===== config.mk =====
export PLATFORM = sky130hd
export DESIGN_NAME = udp_dram_writer
export DESIGN_NICKNAME = d
export VERILOG_FILES = /design/src/rtl/udp_dram_writer_pkg.sv /design/src/rtl/udp_dram_writer.sv
export SDC_FILE = /design/constraint.sdc
export NUM_CORES = 1
export LEC_CHECK = 0
export BUFFER_PORTS_ARGS = -buffer_cell sky130_fd_sc_hd__buf_2
export CELL_PAD_IN_SITES_DETAIL_PLACEMENT = 1
export CELL_PAD_IN_SITES_GLOBAL_PLACEMENT = 2
export CORE_MARGIN = 2
export CORE_UTILIZATION = 29
export CTS_CLUSTER_DIAMETER = 80
export CTS_CLUSTER_SIZE = 30
export DETAILED_ROUTE_END_ITERATION = 8
export MAX_ROUTING_LAYER = met4
export PLACE_DENSITY = 0.82
export SYNTH_ARGS = -nofsm -noshare
export SYNTH_HDL_FRONTEND = slang
export SYNTH_SLANG_ARGS = --single-unit

===== constraint.sdc =====
create_clock -name clk -period 4.67 [get_ports clk]
set_input_delay 0.2335 -clock clk [delete_from_list [all_inputs] [get_ports clk]]
set_output_delay 0.2335 -clock clk [all_outputs]
set_load 0.02 [all_outputs]

===== src/rtl/udp_dram_writer_pkg.sv =====
// udp_dram_writer_pkg: shared constants, state encoding and burst sizing
// for the UDP receive-to-DRAM AXI4 write path.
package udp_dram_writer_pkg;

    localparam logic [1:0] BURST_INCR = 2'b01;
    localparam logic [2:0] SIZE_4B    = 3'b010;
    localparam logic [1:0] RESP_OKAY  = 2'b00;
    localparam logic [3:0] CACHE_BUF  = 4'b0011;

    localparam int CTRL_LEN_MSB  = 39;
    localparam int CTRL_LEN_LSB  = 32;
    localparam int DATA_STRB_MSB = 35;
    localparam int DATA_STRB_LSB = 32;
    localparam int DATA_DATA_MSB = 31;

    typedef enum logic [2:0] {
        S_IDLE = 3'd0,
        S_CMD  = 3'd1,
        S_CALC = 3'd2,
        S_AW   = 3'd3,
        S_W    = 3'd4,
        S_B    = 3'd5
    } state_t;

    // Beats for the next burst: smallest of remaining beats, burst cap
    // and the beats left before the next 4 KiB page boundary.
    function automatic logic [8:0] burst_beats(
        input logic [8:0]  rem,
        input logic [8:0]  max_beats,
        input logic [12:0] page
    );
        logic [12:0] m;
        m = {4'b0, rem};
        if ({4'b0, max_beats} < m) m = {4'b0, max_beats};
        if (page < m) m = page;
        return m[8:0];
    endfunction

endpackage


===== src/rtl/udp_dram_writer.sv =====
// udp_dram_writer: drains the UDP ctrl/data FIFOs and writes each block to
// DRAM as AXI4 INCR bursts, split at MAX_BURST beats and 4 KiB pages.
module udp_dram_writer
    import udp_dram_writer_pkg::*;
#(
    parameter int ADDR_WIDTH = 32,
    parameter int MAX_BURST  = 64
) (
    input  logic                  clk,
    input  logic                  rst,
    input  logic [39:0]           ctrl_dout,
    input  logic                  ctrl_empty,
    output logic                  ctrl_re,
    input  logic [35:0]           data_dout,
    input  logic                  data_empty,
    output logic                  data_re,
    output logic [ADDR_WIDTH-1:0] m_axi_awaddr,
    output logic [7:0]            m_axi_awlen,
    output logic [2:0]            m_axi_awsize,
    output logic [1:0]            m_axi_awburst,
    output logic [3:0]            m_axi_awcache,
    output logic [2:0]            m_axi_awprot,
    output logic                  m_axi_awvalid,
    input  logic                  m_axi_awready,
    output logic [31:0]           m_axi_wdata,
    output logic [3:0]            m_axi_wstrb,
    output logic                  m_axi_wlast,
    output logic                  m_axi_wvalid,
    input  logic                  m_axi_wready,
    input  logic [1:0]            m_axi_bresp,
    input  logic                  m_axi_bvalid,
    output logic                  m_axi_bready,
    output logic                  busy,
    output logic                  done,
    output logic                  wr_err
);

    state_t                state;
    logic [ADDR_WIDTH-1:0] addr;
    logic [8:0]            rem;
    logic [8:0]            beats;
    logic [7:0]            wcnt;
    logic [12:0]           page;
    logic [8:0]            beats_c;
    logic                  w_hs;

    assign page    = (13'd4096 - {1'b0, addr[11:0]}) >> 2;
    assign beats_c = burst_beats(rem, 9'(MAX_BURST), page);

    assign m_axi_awsize  = SIZE_4B;
    assign m_axi_awburst = BURST_INCR;
    assign m_axi_awcache = CACHE_BUF;
    assign m_axi_awprot  = 3'b000;

    // W channel runs straight off the FWFT head so a beat moves every clock.
    assign m_axi_wvalid = (state == S_W) && !data_empty;
    assign m_axi_wdata  = data_dout[DATA_DATA_MSB:0];
    assign m_axi_wstrb  = data_dout[DATA_STRB_MSB:DATA_STRB_LSB];
    assign m_axi_wlast  = (state == S_W) && (wcnt == 8'd0);
    assign w_hs         = m_axi_wvalid & m_axi_wready;
    assign data_re      = w_hs;
    assign busy         = (state != S_IDLE);

    // Block sequencer: command fetch, burst sizing, AW, W and B phases.
    always_ff @(posedge clk) begin
        if (rst) begin
            state         <= S_IDLE;
            addr          <= '0;
            rem           <= '0;
            beats         <= '0;
            wcnt          <= '0;
            m_axi_awaddr  <= '0;
            m_axi_awlen   <= '0;
            m_axi_awvalid <= 1'b0;
            m_axi_bready  <= 1'b0;
            ctrl_re       <= 1'b0;
            done          <= 1'b0;
            wr_err        <= 1'b0;
        end else begin
            ctrl_re <= 1'b0;
            done    <= 1'b0;
            case (state)
                S_IDLE: begin
                    if (!ctrl_empty) begin
                        ctrl_re <= 1'b1;
                        state   <= S_CMD;
                    end
                end
                S_CMD: begin
                    addr <= ADDR_WIDTH'(ctrl_dout[31:0] & 32'hFFFF_FFFC);
                    rem  <= {1'b0, ctrl_dout[CTRL_LEN_MSB:CTRL_LEN_LSB]};
                    if (ctrl_dout[CTRL_LEN_MSB:CTRL_LEN_LSB] == 8'd0)
                        state <= S_IDLE;
                    else
                        state <= S_CALC;
                end
                S_CALC: begin
                    beats         <= beats_c;
                    m_axi_awaddr  <= addr;
                    m_axi_awlen   <= 8'(beats_c - 9'd1);
                    wcnt          <= 8'(beats_c - 9'd1);
                    m_axi_awvalid <= 1'b1;
                    state         <= S_AW;
                end
                S_AW: begin
                    if (m_axi_awready) begin
                        m_axi_awvalid <= 1'b0;
                        state         <= S_W;
                    end
                end
                S_W: begin
                    if (w_hs) begin
                        wcnt <= wcnt - 8'd1;
                        if (wcnt == 8'd0) begin
                            m_axi_bready <= 1'b1;
                            state        <= S_B;
                        end
                    end
                end
                S_B: begin
                    if (m_axi_bvalid) begin
                        m_axi_bready <= 1'b0;
                        if (m_axi_bresp != RESP_OKAY) wr_err <= 1'b1;
                        addr <= addr + ADDR_WIDTH'({beats, 2'b00});
                        rem  <= rem - beats;
                        if (rem == beats) begin
                            done  <= 1'b1;
                            state <= S_IDLE;
                        end else begin
                            state <= S_CALC;
                        end
                    end
                end
                default: state <= S_IDLE;
            endcase
        end
    end

endmodule


==> out/results.tsv <==
metric	value	unit
min_from	ctrl_empty	
diodes	0	
drive_gt1_share	16.0	%
post_cts_buffers	0	
hold_viol	0	
grt_overflow	0	
initial_utilization	29.4	%
arrival	4.54	ns
io_pins	182	
worstReg2RegEnd	wcnt[4]$_SDFFE_PP0P_	
grt_pass1_wl	34900	um
period_share	91.8	%
cts_tree	built	
grt_pass1_vias	6100	
cp-end-kind	flip-flop	
cp_common_cell	ha_1	
syn_inst	836	
die_h	152	um
min_path_type	input pin to flip-flop	
r2r-start	addr[3]$_SDFFE_PP0P_	
chipWidth	152	um
dr.pass1.iters	4	
slew_headroom	33.6	%
root_buffer	clkbuf_16	
crit_path_max_fanout	7	
dieArea	23300	um2
holdWs	0.0877	ns
grtUsageTotal	19.4	%
start_kind	flip-flop	
clk_pin_slew	0.08	ns
power.leakage	2.83	nW
synth_edf_count	0	
postSynth.asyncResetShare	0	%
drtIter0Drc	324	
whs_path_depth	2	
place.port_buffers	93	
cts_max_level	3	
powerDensity	529	nW/um2
critPathMaxStageDelay	0.46	ns
tns	0	ns
cp-startpoint	addr[3]$_SDFFE_PP0P_	
endpoint	wcnt[4]$_SDFFE_PP0P_	
fin_worst_skew	0.0105	ns
viasPerCell	5.27	
synth_seq_cells	102	
syn_area_per_cell	7.65	um2
ys_types	65	
cts_sinks	102	
grt_setup_unrepaired	false	
postRouteAntennaNets	0	
status	complete, no violations	
num_vias	6078	
cap_violations	0	
worst_pin_slew	0.996	ns
place_hpwl	16000	um
core_area	21800	um2
max_clock_freq	233	MHz
wl_per_cell	18.9	um
netlist_area	6390	um2
rrSetupSlack	0.38	ns
critPathSlowestCell	dfxtp_1	
rows	54	
ys_seq_area_share	31.9	%
antenna_found_initial	0	
gp_congestion	0.907	
cts_hold_buf	0	
crit_required	4.92	ns
synth-main-ff-cell	dfxtp_1	
post_cts_resized	0	
ir_drop	0.174	mV
syn_to_final_growth	10.5	%
setup_viol	0	
reg2reg_depth	17	
grt_start_max_net_pins	51	
clock_latency	0.37	ns
clk_path_buf_depth	2	
min_period	4.29	ns
nets	986	
critPathKind	flip-flop to flip-flop	
worstPathCellList	inv_1 -> ha_1 -> nand2_1 -> xor2_1 -> ha_1 -> a211o_1 -> o211ai_1 -> a21oi_1 -> or3_1 -> a31oi_1 -> ha_1 -> mux2_2 -> a2bb2oi_1 -> xor2_1 -> mux2_2 -> a21oi_1 -> nor2_1	
numCtsBuffers	9	
synth_warnings	0	
drv_slew	0	
drc	0	
drt-total-wl	21900	um
cell families (layout without fill, tap and decap cells):
| kind of cell | count (synthesis) | in the layout | synth area share, % |
|---|---|---|---|
| other | 2 | 16 | 0.117 |
| AOI/OAI and AO/OA | 211 | 211 | 21.5 |
| buffers and inverters | 131 | 155 | 11.5 |
| adders and majority gates | 31 | 31 | 6.30 |
| and+or+nand+nor | 327 | 327 | 23.9 |
| muxes | 6 | 6 | 1.17 |
| xor gates and xnor gates | 26 | 26 | 3.56 |
| DFF | 102 | 102 | 31.9 |
cells in the final DEF, fill, tap and decap left out, types with 6 or more instances in the layout:
cell type and count:
conb_1 16, o221ai_1 9, or3_1 14, and3_1 10, inv_1 28, nor2b_1 9, a311oi_1 17, o21ai_0 32
nor4_1 11, xnor2_1 16, nand3_1 22, a211oi_1 10, clkbuf_16 9, ha_1 29, a2111oi_0 6, o211ai_1 9
buf_4 20, a31oi_1 11, a21oi_1 73, buf_2 92, xor2_1 10, nor3_1 29, nand2_1 114, nor2_1 85
dfxtp_1 102
worst min-delay path by stage:
| stage | end | slack, ns |
|---|---|---|
| floorplan | ctrl_re$_SDFF_PP0_ | 0.31 |
| global placement | m_axi_awlen[3]$_SDFFE_PP0P_ | 0.44 |
| detailed placement | m_axi_awaddr[27]$_SDFFE_PP0P_ | 0.45 |
| CTS | ctrl_re$_SDFF_PP0_ | 0.07 |
| global route | ctrl_re$_SDFF_PP0_ | 0.09 |
| finish | ctrl_re$_SDFF_PP0_ | 0.09 |
registers in the layout (all words and copies together) (netlist names):
signal	count
wr_err	1
wcnt	8
m_axi_awlen	8
beats	9
done	1
m_axi_bready	1
state	3
m_axi_awvalid	1
m_axi_awaddr	30
addr	30
ctrl_re	1
rem	9
layout make-up:
type | count | area (um2)
timing repair buffer | 112 | 611
clock inverter | 6 | 51.3
tap | 280 | 350
fill | 2697 | 14700
sequential | 102 | 2040
multi-input combinational | 617 | 3680
inverter | 28 | 105
clock buffer | 9 | 225
power by group:
group | switching, W | internal (W)
registers | 0.000190 | 0.00102
clock network | 0.000382 | 0.000368
logic | 0.00107 | 0.000713
synthesized netlist by cell type, types with 17 or more instances:
cell | instances | share of area (%)
inv_1 | 28 | 1.6
a21oi_1 | 74 | 5.8
a311oi_1 | 17 | 2.3
nand3_1 | 22 | 1.7
nor3_1 | 29 | 2.3
buf_4 | 51 | 6.0
nor2_1 | 85 | 5.0
clkbuf_1 | 43 | 2.5
nand2_1 | 114 | 6.7
dfxtp_1 | 102 | 32
o21ai_0 | 32 | 2.5
ha_1 | 29 | 5.7
critical path: cells and delay by family, from the launching register on:
kind            cells  cell delay [ns]
flops               1             0.46
xor+xnor            2             0.42
mux                 2             0.64
fa+ha+maj           3             0.83
compound gates      6             1.10
simple gates        3             0.56
buf+inv             1             0.15
per-layer routing:
layer / GRT usage, % / share of wire (%)
met4: 5.25 / 1.3
met1: 25.9 / 48
met3: 3.01 / 4.2
met5: - / 0
met2: 30.8 / 47
through the flow:
step	util (%)	total power (W)	setup WS, ns	cells	cell area [um2]
2_1_floorplan	-	0.00253	0.601	850	6450
3_3_place_gp	31.2	0.00298	0.527	1139	6790
3_5_place_dp	31.2	0.00301	0.421	1139	6790
5_1_grt	32.5	0.00404	0.104	1154	7070
4_1_cts	32.5	0.00376	0.372	1154	7070
6_report	32.5	0.00374	0.382	1154	7070
Power figures use the tool's default switching activity.
